## src/rtl/fruit_motion.sv

```systemverilog
// fruit_motion: per-fruit trajectory generator feeding color_mapper.
// Launches a fruit from the bottom edge on a pseudo-random parabola, advances
// it once per video frame, and handles slice, miss and respawn delay.
//
// Ports:
//   Clk          system clock
//   Reset        synchronous, active-high
//   frame_clk    vsync-derived frame level; its rising edge is the frame tick
//   launch_en    permits the respawn countdown and the launch
//   slice        blade-hit request, may arrive on any cycle
//   FruitX       box left X (10 bits)
//   FruitY       box top Y (10 bits); values >= SCREEN_H are off-screen
//   Fruit_size   box size; 0 hides the fruit
//   fruit_active high while flying or sliced
//   score_pulse  one-Clk pulse when a slice is accepted
//   miss_pulse   one-Clk pulse when an unsliced fruit leaves the bottom
module fruit_motion #(
  parameter int          SCREEN_W       = 640,
  parameter int          SCREEN_H       = 480,
  parameter int          FRUIT_SIZE     = 16,
  parameter int          LAUNCH_VY      = 28,
  parameter int          GRAVITY        = 1,
  parameter int          RESPAWN_FRAMES = 60,
  parameter logic [15:0] SEED           = 16'hACE1
) (
  input  logic       Clk,
  input  logic       Reset,
  input  logic       frame_clk,
  input  logic       launch_en,
  input  logic       slice,
  output logic [9:0] FruitX,
  output logic [9:0] FruitY,
  output logic [9:0] Fruit_size,
  output logic       fruit_active,
  output logic       score_pulse,
  output logic       miss_pulse
);

  typedef enum logic [1:0] {
    WAIT   = 2'd0,
    FLY    = 2'd1,
    SLICED = 2'd2
  } state_t;

  localparam logic signed [10:0] X_MAX      = 11'(SCREEN_W - FRUIT_SIZE);
  localparam logic signed [10:0] Y_EXIT     = 11'(SCREEN_H);
  localparam logic signed [10:0] X_BASE     = 11'sd64;
  localparam logic signed [7:0]  VY_LAUNCH  = 8'(-LAUNCH_VY);
  localparam logic signed [8:0]  GRAV       = 9'(GRAVITY);
  localparam logic signed [8:0]  VY_SAT     = 9'sd63;
  localparam logic [6:0]         CNT_RELOAD = 7'(RESPAWN_FRAMES);

  state_t             state, state_next;
  logic               frame_clk_q, tick;
  logic [15:0]        lfsr, lfsr_next;
  logic signed [10:0] x, x_next, y, y_next;
  logic signed [3:0]  vx, vx_next;
  logic signed [7:0]  vy, vy_next;
  logic [6:0]         counter, counter_next;
  logic               slice_latch, slice_latch_next;
  logic               score_next, miss_next;
  logic [9:0]         size_next;

  // Candidate motion values shared by FLY and SLICED.
  logic signed [10:0] x_try, y_try;
  logic signed [8:0]  vy_sum;
  logic signed [7:0]  vy_grav;

  assign tick = frame_clk & ~frame_clk_q;

  assign lfsr_next = lfsr[0] ? ((lfsr >> 1) ^ 16'hB400) : (lfsr >> 1);

  assign x_try   = x + {{7{vx[3]}}, vx};
  assign y_try   = y + {{3{vy[7]}}, vy};
  assign vy_sum  = {vy[7], vy} + GRAV;
  assign vy_grav = (vy_sum > VY_SAT) ? 8'sd63 : vy_sum[7:0];

  always_comb begin
    state_next       = state;
    x_next           = x;
    y_next           = y;
    vx_next          = vx;
    vy_next          = vy;
    counter_next     = counter;
    slice_latch_next = slice_latch;
    score_next       = 1'b0;
    miss_next        = 1'b0;
    size_next        = '0;

    unique case (state)
      WAIT: begin
        slice_latch_next = 1'b0;
        if (tick && launch_en) begin
          if (counter != '0) begin
            counter_next = counter - 7'd1;
          end else begin
            state_next = FLY;
            x_next     = X_BASE + signed'({2'b00, lfsr[8:0]});
            y_next     = Y_EXIT;
            vx_next    = {lfsr[11], lfsr[11:9]};
            vy_next    = VY_LAUNCH;
          end
        end
      end

      FLY: begin
        slice_latch_next = slice_latch | slice;
        if (tick) begin
          if (slice_latch) begin
            // Accepted slice freezes the fruit for this frame; it takes
            // priority over an exit that would otherwise happen now.
            state_next       = SLICED;
            score_next       = 1'b1;
            vx_next          = '0;
            slice_latch_next = 1'b0;
          end else begin
            if (x_try < 11'sd0 || x_try > X_MAX) begin
              vx_next = -vx;
            end else begin
              x_next = x_try;
            end
            y_next  = y_try;
            vy_next = vy_grav;
            // Exit only while falling, so the launch at Y = SCREEN_H is not a miss.
            if (y_try >= Y_EXIT && !vy[7]) begin
              state_next       = WAIT;
              miss_next        = 1'b1;
              counter_next     = CNT_RELOAD;
              slice_latch_next = 1'b0;
            end
          end
        end
      end

      SLICED: begin
        slice_latch_next = 1'b0;
        if (tick) begin
          y_next  = y_try;
          vy_next = vy_grav;
          if (y_try >= Y_EXIT) begin
            state_next   = WAIT;
            counter_next = CNT_RELOAD;
          end
        end
      end

      default: begin
        state_next   = WAIT;
        counter_next = CNT_RELOAD;
      end
    endcase

    unique case (state_next)
      FLY:     size_next = 10'(FRUIT_SIZE);
      SLICED:  size_next = 10'(FRUIT_SIZE / 2);
      default: size_next = '0;
    endcase
  end

  always_ff @(posedge Clk) begin
    if (Reset) begin
      state        <= WAIT;
      frame_clk_q  <= 1'b0;
      lfsr         <= SEED;
      x            <= '0;
      y            <= '0;
      vx           <= '0;
      vy           <= '0;
      counter      <= CNT_RELOAD;
      slice_latch  <= 1'b0;
      Fruit_size   <= '0;
      fruit_active <= 1'b0;
      score_pulse  <= 1'b0;
      miss_pulse   <= 1'b0;
    end else begin
      state        <= state_next;
      frame_clk_q  <= frame_clk;
      lfsr         <= lfsr_next;
      x            <= x_next;
      y            <= y_next;
      vx           <= vx_next;
      vy           <= vy_next;
      counter      <= counter_next;
      slice_latch  <= slice_latch_next;
      Fruit_size   <= size_next;
      fruit_active <= (state_next != WAIT);
      score_pulse  <= score_next;
      miss_pulse   <= miss_next;
    end
  end

  assign FruitX = x[9:0];
  assign FruitY = y[9:0];

endmodule

```

## config.mk

```make
export PLATFORM = sky130hd
export DESIGN_NAME = fruit_motion
export DESIGN_NICKNAME = d
export VERILOG_FILES = /design/src/rtl/fruit_motion.sv
export SDC_FILE = /design/constraint.sdc
export NUM_CORES = 1
export LEC_CHECK = 0
export BUFFER_PORTS_ARGS = -buffer_cell sky130_fd_sc_hd__buf_2
export CAP_MARGIN = 20
export CORE_ASPECT_RATIO = 1.1
export CORE_MARGIN = 5
export CORE_UTILIZATION = 45
export DETAILED_ROUTE_END_ITERATION = 8
export MAX_ROUTING_LAYER = met4
export SETUP_SLACK_MARGIN = 0.2
export SLEW_MARGIN = 40
export SYNTH_ARGS = -nofsm -noshare
export SYNTH_HDL_FRONTEND = slang
export SYNTH_SLANG_ARGS = --single-unit
```

## constraint.sdc

```tcl
create_clock -name Clk -period 8.3 [get_ports Clk]
set_clock_uncertainty 0.1 [all_clocks]
set_input_delay 1.245 -clock Clk [delete_from_list [all_inputs] [get_ports Clk]]
set_output_delay 1.245 -clock Clk [all_outputs]
set_load 0.005 [all_outputs]
```

# Yosys cells after proc, flatten, opt, wreduce, memory -nomap -nowiden
# Cells that the tools add are included.
[totals]
ff_bits = 74
out_inout_bits = 33
word_cells = 109
[classes]
add_sub_neg = 6
n_lt_le_gt_ge = 4
n_eq_ne = 14
mux = 49
n_bitwise = 6
n_reduce_logical = 17
[ops]
columns = ["op", "count"]
rows = [
  ["$mux W11", 10],
  ["$mux W7", 7],
  ["$mux W8", 6],
  ["$pmux W11 S3", 1],
  ["$pmux W8 S3", 1],
  ["$add A11 B11 Y11", 2],
  ["$pmux W11 S2", 1],
  ["$pmux W7 S3", 1],
  ["$mux W4", 5],
  ["$ne A2 B2 Y1 const B", 9],
  ["$mux W16", 1],
  ["$mux W2", 7],
  ["$reduce_and A6 Y1", 2],
  ["$ge A11 B10 Y1 const B", 1],
  ["$gt A11 B11 Y1 const B", 1],
  ["$lt A11 B1 Y1 const B", 1],
  ["$add A7 B9 Y10 const A", 1],
  ["$pmux W5 S2", 1],
  ["$add A8 B2 Y9 const B", 1],
  ["$gt A9 B7 Y1 const B", 1],
  ["$pmux W4 S2", 1],
  ["$reduce_and A7 Y1", 1],
  ["$reduce_bool A7 Y1", 1],
  ["$sub A7 B1 Y7 const B", 1],
  ["other kinds (21)", 32],
]

# Logic depth before layout (Yosys ltp)
# Gate-level depths: netlist (run 1).
[depth]
ltp_word = 9
depth_mapped = 12
ltp_nobuf = 12

# Worst setup path after synthesis (run 1)
# Ideal clock, no wire load.
[synth_timing]
path_type = "register to register"
startpoint = "register vy[0]"
endpoint = "register Fruit_size[3]"
setup_ps = 116
arrival_time_ps = 3271
t_required_ps = 8084
slack_ps = 4813
stages_incl_launch_ff = 12
synth_period_minus_slack_ps = 3487
path_cell_list = "dfxtp_1 -> ha_1 -> fa_1 -> a21o_2 -> a221oi_2 -> xnor2_1 -> or4_4 -> a211oi_2 -> o22ai_2 -> o21ai_0 -> ha_1 -> and3b_1"
[synth_via]
elab_chain_len = 9
[synth_rtl]
columns = ["item", "line_no", "rtl"]
rows = [
  ["start, declared", "58", "logic signed [7:0] vy, vy_next;"],
  ["start signal, assigned", "182", "vy <= vy_next;"],
  ["$add A11 B11 Y11 (*)", "74", "assign y_try = y + {{3{vy[7]}}, vy};"],
  ["$ge A11 B10 Y1 (*)", "125, 140", ""],
  ["$logic_and A1 B1 Y1", "125", "if (y_try >= Y_EXIT && !vy[7]) begin"],
  ["$mux W2", "125", ""],
  ["$mux W2", "109", "if (slice_latch) begin"],
  ["$mux W2", "108", "if (tick) begin"],
  ["$pmux W2 S3 (*)", "90", "unique case (state)"],
  ["$eq A2 B2 Y1 or $eq A2 B1 Y1 (tied branches)", "153", "unique case (state_next)"],
  ["$pmux W5 S2 (*)", "153", ""],
  ["end signal, assigned", "185", "Fruit_size <= size_next;"],
  ["end, declared", "33", "output logic [9:0] Fruit_size,"],
]
# Mark *: on every way between the ends. The rest lies on a longest branch, timed or not.
# A chain may end at the register's enable or synchronous reset.

# Final worst setup path (run 1)
[layout_timing]
startpoint = "register vy[1]"
endpoint = "register Fruit_size[3]"
# Same word-level chain as after synthesis.

==> results of run 1 <==
layout make-up:
| class | instances | area, sq um |
|---|---|---|
| Multi-Input combinational cell | 379 | 2600 |
| Fill cell | 944 | 4860 |
| Timing Repair Buffer | 32 | 168 |
| Tap cell | 117 | 146 |
| Sequential cell | 66 | 1320 |
| Clock inverter | 2 | 12.5 |
| Clock buffer | 13 | 159 |
| Inverter | 22 | 82.6 |
worst paths after layout:
| path | to | slack (ns) | depth (start not counted) |
|---|---|---|---|
| max | Fruit_size[3]$_SDFF_PP0_ | 4.38 | 10 |
| min | lfsr[11]$_SDFF_PP1_ | 0.31 | 1 |
| max reg2reg | Fruit_size[3]$_SDFF_PP0_ | 4.38 | 10 |
| min reg2reg | lfsr[11]$_SDFF_PP1_ | 0.31 | 1 |
flip-flops by register name (all words and copies together), names as in the netlist:
register	flops
lfsr	16
x	11
y	11
vy	8
counter	7
vx	4
Fruit_size	2
state	2
frame_clk_q	1
fruit_active	1
miss_pulse	1
score_pulse	1
slice_latch	1
logic make-up after synthesis:
kind of cell / after synthesis / synth area share (%)
AO/OA/AOI/OAI: 126 / 20.6
XOR/XNOR: 26 / 5.30
adder cells (fa/ha/maj): 35 / 10.5
buffers and inverters: 71 / 9.32
flip-flops: 66 / 30.8
multiplexers: 11 / 2.59
other: 1 / 0.0873
AND/OR/NAND/NOR: 173 / 20.7
routing by layer:
layer | wire (um) | up-vias
li1 | - | 1783
met1 | 4240 | 1593
met2 | 4240 | 53
met3 | 263 | 15
met4 | 148 | 0
met5 | 0 | -
metrics by stage:
stage               utilization, %  cell area, sq um
global route                  48.0              4490
detailed placement            46.2              4320
CTS                           48.0              4490
finish                        48.0              4490
global placement              46.2              4320
floorplan                        -              4320
worst max-delay path, cell delays in order, from the launching register on:
cell and delay [ns]:
sky130_fd_sc_hd__dfxtp_1 0.51, sky130_fd_sc_hd__ha_1 0.31, sky130_fd_sc_hd__a211oi_1 0.41, sky130_fd_sc_hd__o21ai_0 0.24
sky130_fd_sc_hd__xnor2_1 0.18, sky130_fd_sc_hd__or4_4 0.58, sky130_fd_sc_hd__a211oi_2 0.28, sky130_fd_sc_hd__o22ai_2 0.19
sky130_fd_sc_hd__o21ai_0 0.48, sky130_fd_sc_hd__ha_1 0.34, sky130_fd_sc_hd__and3b_1 0.18
cell usage in the layout (no fill, tap or decap), types with 3 or more instances in the layout:
master and count:
sky130_fd_sc_hd__a21oi_1 41, sky130_fd_sc_hd__a31oi_1 6, sky130_fd_sc_hd__buf_4 3, sky130_fd_sc_hd__inv_1 22
sky130_fd_sc_hd__o211ai_1 7, sky130_fd_sc_hd__buf_2 29, sky130_fd_sc_hd__nand3b_1 3, sky130_fd_sc_hd__clkbuf_8 11
sky130_fd_sc_hd__xnor2_1 14, sky130_fd_sc_hd__dfxtp_1 66, sky130_fd_sc_hd__a311oi_1 6, sky130_fd_sc_hd__a21o_1 5
sky130_fd_sc_hd__nor3b_1 4, sky130_fd_sc_hd__o211a_1 3, sky130_fd_sc_hd__nor3_1 14, sky130_fd_sc_hd__xor2_1 12
sky130_fd_sc_hd__conb_1 8, sky130_fd_sc_hd__and3b_1 3, sky130_fd_sc_hd__ha_1 32, sky130_fd_sc_hd__nand2_1 31
sky130_fd_sc_hd__or2_2 10, sky130_fd_sc_hd__nor2_1 50, sky130_fd_sc_hd__nand4_1 4, sky130_fd_sc_hd__o21a_1 5
sky130_fd_sc_hd__mux2i_1 10, sky130_fd_sc_hd__a211oi_1 12, sky130_fd_sc_hd__nand2b_1 6, sky130_fd_sc_hd__o21ai_0 13
sky130_fd_sc_hd__nor2b_1 14, sky130_fd_sc_hd__nand3_1 17
power by group through the flow:
stage | registers (mW) | logic (mW) | clock network, mW
after floorplan | 0.334 | 0.0257 | 0
after global placement | 0.335 | 0.0282 | 0
after detailed placement | 0.335 | 0.0283 | 0
after CTS | 0.328 | 0.0285 | 0.254
after global routing | 0.329 | 0.0326 | 0.268
final | 0.328 | 0.0284 | 0.243
==> out/results.txt, run 1 <==
For the arrival time at the worst endpoint, the log shows 4.05 ns. In the final routed layout, each cell accounts on average for 14.1 um. OpenSTA, run right after detailed placement, puts the worst setup slack at 4.42 ns.

The min-delay analysis places its worst path in the category reg -> reg. Global routing consumed, over all layers together, 16.3% of the routing resources. For this design, the sink count on the clock tree is 66. The die covers 11600 sq um. The actual slew at the worst max-slew pin came out at 0.720 ns.

After clock tree synthesis, the flow added hold-fix buffers numbering 0. In the final layout, the share of cells above drive strength 1 is 14.8%. Ranked by instance count, the synthesized netlist is headed by 66 x sky130_fd_sc_hd__dfxtp_1, 50 x sky130_fd_sc_hd__nor2_1, 41 x sky130_fd_sc_hd__a21oi_1. The post-route worst hold slack was 0.311 ns.

The residual antenna-violating net count after detailed routing was 0. The floorplan core area came out at 9350 sq um. The tools report the source of the worst register-to-register timing path as vy[1]$_SDFFE_PP0P_.

Leading register cell type out of synthesis: sky130_fd_sc_hd__dfxtp_1. The H-tree generated during clock tree synthesis spans 3 levels. Global routing finished with a remaining overflow of 0. The root buffer cell chosen for the clock tree is sky130_fd_sc_hd__clkbuf_8.

At the worst endpoint, the required time is 8.44 ns. In this run, post-CTS repair resized a total of 0 instances. The HPWL after detailed placement is 6.30 mm. Synthesis handed over a netlist of 509 instances. The startpoint type of the worst setup path was a flip-flop. Of the total power, combinational logic draws 4.7%. After detailed routing, the number of remaining DRC violations is 0. The first-pass GRT wire length was 15.2 mm. The maximum clock frequency is 255 MHz. The clock latency on the worst-skew pair came out at 0.34 ns.

Summed over all instances, the cell type with the most area after synthesis is sky130_fd_sc_hd__dfxtp_1. From synthesis to final layout, the design area changed by 4.57%. The overall power of the completed layout came out at 0.600 mW. The part of the total power dissipated in the clock network was 40.6%; the clock-pin slew reported for the worst setup and hold paths after clock tree synthesis was 0.07 ns. After synthesis, the mean cell area works out to 8.44 sq um.

The maximum vdd ir drop was 0.0000835 V; the fraction of met1 tracks used by global routing was 20.3%. The logs give 6 for the number of iterations in the first detailed-routing pass and 8.89 mm for the routed wire length. In this run the worst path has a maximum fanout of 9. Power spread over the standard cell area amounts to 134 nW/um^2. TritonCTS built the clock tree.

Initial antenna violation count: 0. In this run the count of I/O pins placed on the die edge is 38. Entering global routing, the biggest net connects 75 pins. The via count of the first global-routing pass is 3309. The logs give 0.141 mW for the switching power of the nets and 2.61% for the global-route track usage on met3.

For the worst slew margin relative to its limit, the log shows 52.0%. After synthesis the cells add up to 4290 sq um. The floorplan has 37 rows.

sky130_fd_sc_hd__dfxtp_1 is the most common cell in the netlist. After the last flow step, the layout net total stands at 550. Setup repair after global routing left no endpoint under its margin. The number of register bits inferred by synthesis is 66. The routing usage on met2 was 26.3%; the first-iteration detailed-routing DRC count was 211.

Count of pins over their slew limit: 0. The synthesized design contains 0 enable-type register cells. Buffers placed on the I/O ports in this run total 29. Launch point of the worst hold path: lfsr[12]$_SDFF_PP0_.

Across the run, the number of max-cap violations was 0. After detailed routing, the number of vias per cell comes to 5.46. During synthesis, Yosys emitted a total of 0 warnings. Counting the buffers created by CTS gives 9. The flow ran to the end, and the final reports show no timing, DRC or antenna violations. The count of cells in the finished layout, fillers not included, comes to 631. The share of Yosys cell area claimed by the top area cell type is 30.8%. The final cycle utilization of the critical path works out to 47.2%.

Tracing the worst setup path back leads to its startpoint at vy[1]$_SDFFE_PP0P_. Proportion of register bits with asynchronous set or reset after synthesis: 0%. The vertical die dimension works out to 112 um.

In this run, flip-flops and latches consume 54.7% of the power. The category of the worst setup path capture point is a flip-flop. The worst setup path is of the reg -> reg kind. The run gives 0 as the total setup buffers inserted after CTS. The post-layout worst setup margin is 4.38 ns. The clock tree buffer depth is 2. Sequential elements use 30.8% of the synthesized area. Counting distinct cell types in the post-synthesis netlist gives 68. Final critical path time including I/O delays and setup: 3.92 ns.

The cell-internal power came out at 0.459 mW. Busiest layer in global routing: met2. In this run, placement finished with an instance count of 616. By area the synthesized netlist is led by sky130_fd_sc_hd__dfxtp_1 31%, sky130_fd_sc_hd__ha_1 9.6%, sky130_fd_sc_hd__buf_4 4.9%, sky130_fd_sc_hd__a21oi_1 4.8%, sky130_fd_sc_hd__nor2_1 4.4%.

The horizontal die dimension was 103 um. The setup total negative slack is 0 ns, and the total leakage power is 1.88 nW. The total count of hold-check failures in the final report is 0, and the via count of the routed design is 3444. For this configuration, the core starts out at a cell density of 45.9%. The repair_antennas step left the layout with diodes totalling 0.

The congestion estimate from routability-driven global placement came to 0.861. The number of setup violations in the final report is 0, and the share of total power consumed by net switching is 23.5%.
Note: power is estimated with default switching activity, not from simulation.
==> run 2, diff against run 1 <==
ABC_AREA = 1   (was default)
clock period = 3.95 ns   (was 8.3 ns; I/O delays follow)
==> out/results.txt, run 2 <==
The flow ran to the end, and the final reports show no timing, DRC or antenna violations. The final cycle utilization of the critical path was 73.1% (+26 points). For the count of distinct cell types in the synthesized netlist, the log shows 48 (-29%). The max-capacitance violation count came out at 0 (unchanged).

The horizontal die dimension came out at 104 um (+1.0%). Mean area per synthesized cell: 7.30 sq um (-14%). The run gives 346 MHz (+36%) as the maximum clock frequency.

The commonest cells after synthesis are 135 x sky130_fd_sc_hd__nand2_1, 66 x sky130_fd_sc_hd__dfxtp_1, 62 x sky130_fd_sc_hd__inv_1. The logs give 0.862 (+0.14%) for the final weighted congestion in routability-driven placement and 0.000156 V (+87%) for the maximum vdd ir drop. The routed wire length was 9.38 mm (+5.5%); the fraction of layout instances using a drive strength above 1 was 15.7% (+0.87 points). The clock-pin slew reported for the worst setup and hold paths after clock tree synthesis was 0.08 ns (about the same). The switching power of the nets came out at 0.329 mW (+130%).

The HPWL after detailed placement was 6.95 mm (+10%). The number of register bits inferred by synthesis was 66 (unchanged). The worst endpoint required time came out at 4.09 ns (-4.35 ns). The tools report the cell-internal power as 1.06 mW (+130%). The tools report the part of the Yosys area used for sequential elements as 30.1% (-0.68 points).

The number of buffers added to fix hold violations after cts is 0 (unchanged), and the actual slew at the worst max-slew pin is 0.739 ns (+0.0188 ns). Among all cell types in the netlist, the one instantiated most often is sky130_fd_sc_hd__nand2_1. The leftover overflow at the end of global routing came out at 0 (unchanged). The proportion of register bits with asynchronous set or reset after synthesis was 0% (unchanged); the final critical path time including I/O delays and setup was 2.89 ns (-1.03 ns). The final instance area is 4650 sq um (+3.6%). STA classifies the critical path startpoint as a flip-flop. In the layout the commonest cells are 135 x sky130_fd_sc_hd__nand2_1, 66 x sky130_fd_sc_hd__dfxtp_1, 62 x sky130_fd_sc_hd__inv_1. The tools report the clock latency on the worst-skew pair as 0.35 ns (about the same).

The signal on the critical path passes through ha_1 -> fa_1 -> nand2_1 -> nand2_2 -> nand3_1 -> nand2_1 -> nand2_1 -> nand2_2 -> nor2_2 -> nand2_2 -> nand2_4 -> nand4_1 -> nand2_1 -> nand2_1 -> nand2_1 -> nand2_1 -> nand2_1 -> ha_1 -> and3_1. Arrival time at the worst endpoint: 3.02 ns (-1.03 ns). Largest area contributor in the netlist: sky130_fd_sc_hd__dfxtp_1. Via-per-instance ratio: 5.07 (-7.1%). The relative contribution of sequential cells to total power is 49.4% (-5.3 points). The post-synthesis instance area was 4390 sq um (+2.3%); the clock net sink count was 66 (unchanged). The warning count from the yosys run is 0 (unchanged), and the number of enable flip-flop cells after synthesis is 0 (unchanged).

The total clock buffers created by CTS was 9 (unchanged). The logs give 4430 sq um (+2.6%) for the post-placement cell area and 0 (unchanged) for the count of pins over their slew limit. The number of top-level pins is 38 (unchanged), and the detailed-route wire length per cell is 12.9 um (-8.8%). The vertical die dimension works out to 114 um (+1.0%). The share of total power consumed by net switching came out at 23.6% (+0.12 points). The category of the worst setup path capture point was a flip-flop. The signed area change from the synthesized netlist to the final layout was 5.98%. The number of DRC violations after detailed routing is 0 (unchanged), and the number of iterations in the first detailed-routing pass is 4 (-2). Clock tree buffer depth: 2 (unchanged). The residual antenna-violating net count after detailed routing came out at 0 (unchanged).

Among all flip-flop cells after synthesis, the most frequent one is sky130_fd_sc_hd__dfxtp_1. Type of the worst setup path: reg -> reg. The number of input and output port buffers inserted is 29 (unchanged).

The run gives 4.8% (about the same) as the combinational power share. The run gives 45.7% (+5.1 points) as the part of the total power dissipated in the clock network. Setup repair after global routing left no endpoint under its margin. The total count of hold-check failures in the final report is 0 (unchanged), and the synthesized netlist cell count is 602 (+18%). The number of cell rows is 37 (unchanged). The maximum level of the CTS H-tree is 3 (unchanged). TritonCTS built the clock tree. For the total setup buffers inserted after CTS, the log shows 0 (unchanged).

The logs give 3702 (+7.5%) for the via count of the routed design and 136 (-36%) for the first-iteration detailed-routing DRC count. The starting density of the core was 46.5% (+0.58 points). In this design, the critical path's most frequently occurring cell is sky130_fd_sc_hd__nand2_1. The total leakage power is 2.24 nW (+20%). For this design, the slowest cell found on the critical path is sky130_fd_sc_hd__dfxtp_1. Leaving out fill and tap cells, the most frequent cell in the layout is sky130_fd_sc_hd__nand2_1. The number of nets at the end of the flow came out at 648 (+18%). The logs give 0 ns (unchanged) for the setup total negative slack and 16.3 mm (+7.7%) for the first-pass GRT wire length. In the post-synthesis netlist, the biggest area contributors are sky130_fd_sc_hd__dfxtp_1 30%, sky130_fd_sc_hd__nand2_1 12%, sky130_fd_sc_hd__ha_1 9.4%, sky130_fd_sc_hd__buf_4 5.5%, sky130_fd_sc_hd__inv_1 5.3%.

The largest net degree at the start of global routing was 47 (-37%). The tools report the root buffer selected by CTS as sky130_fd_sc_hd__clkbuf_8. The run gives 11800 sq um (+2.1%) as the area of the die. The all-layer global routing usage came out at 16.8% (+0.54 points). The floorplan core area came out at 9440 sq um (+0.99%). The worst slew margin relative to its limit was 50.7% (-1.3 points). The tools report the number of setup violations in the final report as 0 (unchanged). The largest registers in the layout are lfsr x16, x x11, y x11. The number of flip-flops in the largest register was 16 (unchanged); the maximum net fanout on the critical path was 7 (-2). Via count of the first global-routing pass: 3503 (+5.9%). The path class of the tightest hold or removal check is reg -> reg. The worst stage delay on the critical path is 0.38 ns (-0.20 ns), and the count of inserted antenna diode cells is 0 (unchanged). The power per standard cell area works out to 299 nW/um^2 (+120%). Share of Yosys cell area claimed by the top area cell type: 30.1% (-0.68 points). The post-CTS resize count was 0 (unchanged); the initial antenna violation count was 0 (unchanged).

Counting flops per register, the top entry is lfsr.
[run 2: logic make-up (layout without fill, tap and decap cells)]
group	count (synthesis)	count (layout)	synth area share, %
buffers and inverters	110	114	12.5
xor gates and xnor gates	22	22	4.56
adders and majority gates	35	35	10.3
AOI/OAI and AO/OA	87	87	12.2
other	1	8	0.0854
and+or+nand+nor	281	281	30.3
DFF	66	66	30.1
[run 2: final timing paths]
check             cells past startpoint                start  slack (ns)                  endpoint
setup reg to reg                     19   vy[0]$_SDFFE_PP0P_        1.06  Fruit_size[4]$_SDFF_PP0_
setup / recovery                     19   vy[0]$_SDFFE_PP0P_        1.06  Fruit_size[4]$_SDFF_PP0_
hold / removal                        2  lfsr[15]$_SDFF_PP1_        0.32       lfsr[14]$_SDFF_PP0_
hold reg to reg                       2  lfsr[15]$_SDFF_PP1_        0.32       lfsr[14]$_SDFF_PP0_
[run 2: routing by layer]
| layer | track usage (%) | vias to the layer above | part of all wire, % |
|---|---|---|---|
| li1 | - | 1954 | - |
| met1 | 20.0 | 1691 | 47 |
| met2 | 28.2 | 39 | 48 |
| met3 | 2.83 | 18 | 2.6 |
| met4 | 6.99 | 0 | 2.1 |
| met5 | - | - | 0 |
[run 2: cell type report]
class | instances | area, sq um
clock buffers | 9 | 124
fillers | 970 | 4790
repair buffers | 32 | 168
well taps | 117 | 146
multi-input cells | 433 | 2550
flip-flops and latches | 66 | 1320
clock inverters | 7 | 100
inverters | 66 | 248
[run 2: power groups by stage]
stage / sequential (mW) / combinational, mW / clock [mW]
final: 0.689 / 0.0675 / 0.637
after global routing: 0.690 / 0.0784 / 0.680
after CTS: 0.689 / 0.0686 / 0.657
after detailed placement: 0.704 / 0.0683 / 0
after global placement: 0.704 / 0.0671 / 0
after floorplan: 0.702 / 0.0606 / 0
[run 2: worst max-delay path, delay by kind of cell, from the launching register on]
| family | cells | cell delay [ns] |
|---|---|---|
| adders and majority gates | 3 | 0.89 |
| DFF | 1 | 0.38 |
| and+or+nand+nor | 16 | 1.42 |
[run 2: per-stage QoR]
step / std cells / util (%) / hold slack (ns) / power [mW] / worst slack (ns)
2_1_floorplan: 609 / - / 0.288 / 0.763 / 1.33
3_3_place_gp: 714 / 46.9 / 0.291 / 0.771 / 1.16
6_report: 730 / 49.3 / 0.317 / 1.39 / 1.06
4_1_cts: 730 / 49.3 / 0.317 / 1.41 / 1.07
5_1_grt: 730 / 49.3 / 0.348 / 1.45 / 0.812
3_5_place_dp: 714 / 46.9 / 0.303 / 0.773 / 1.08
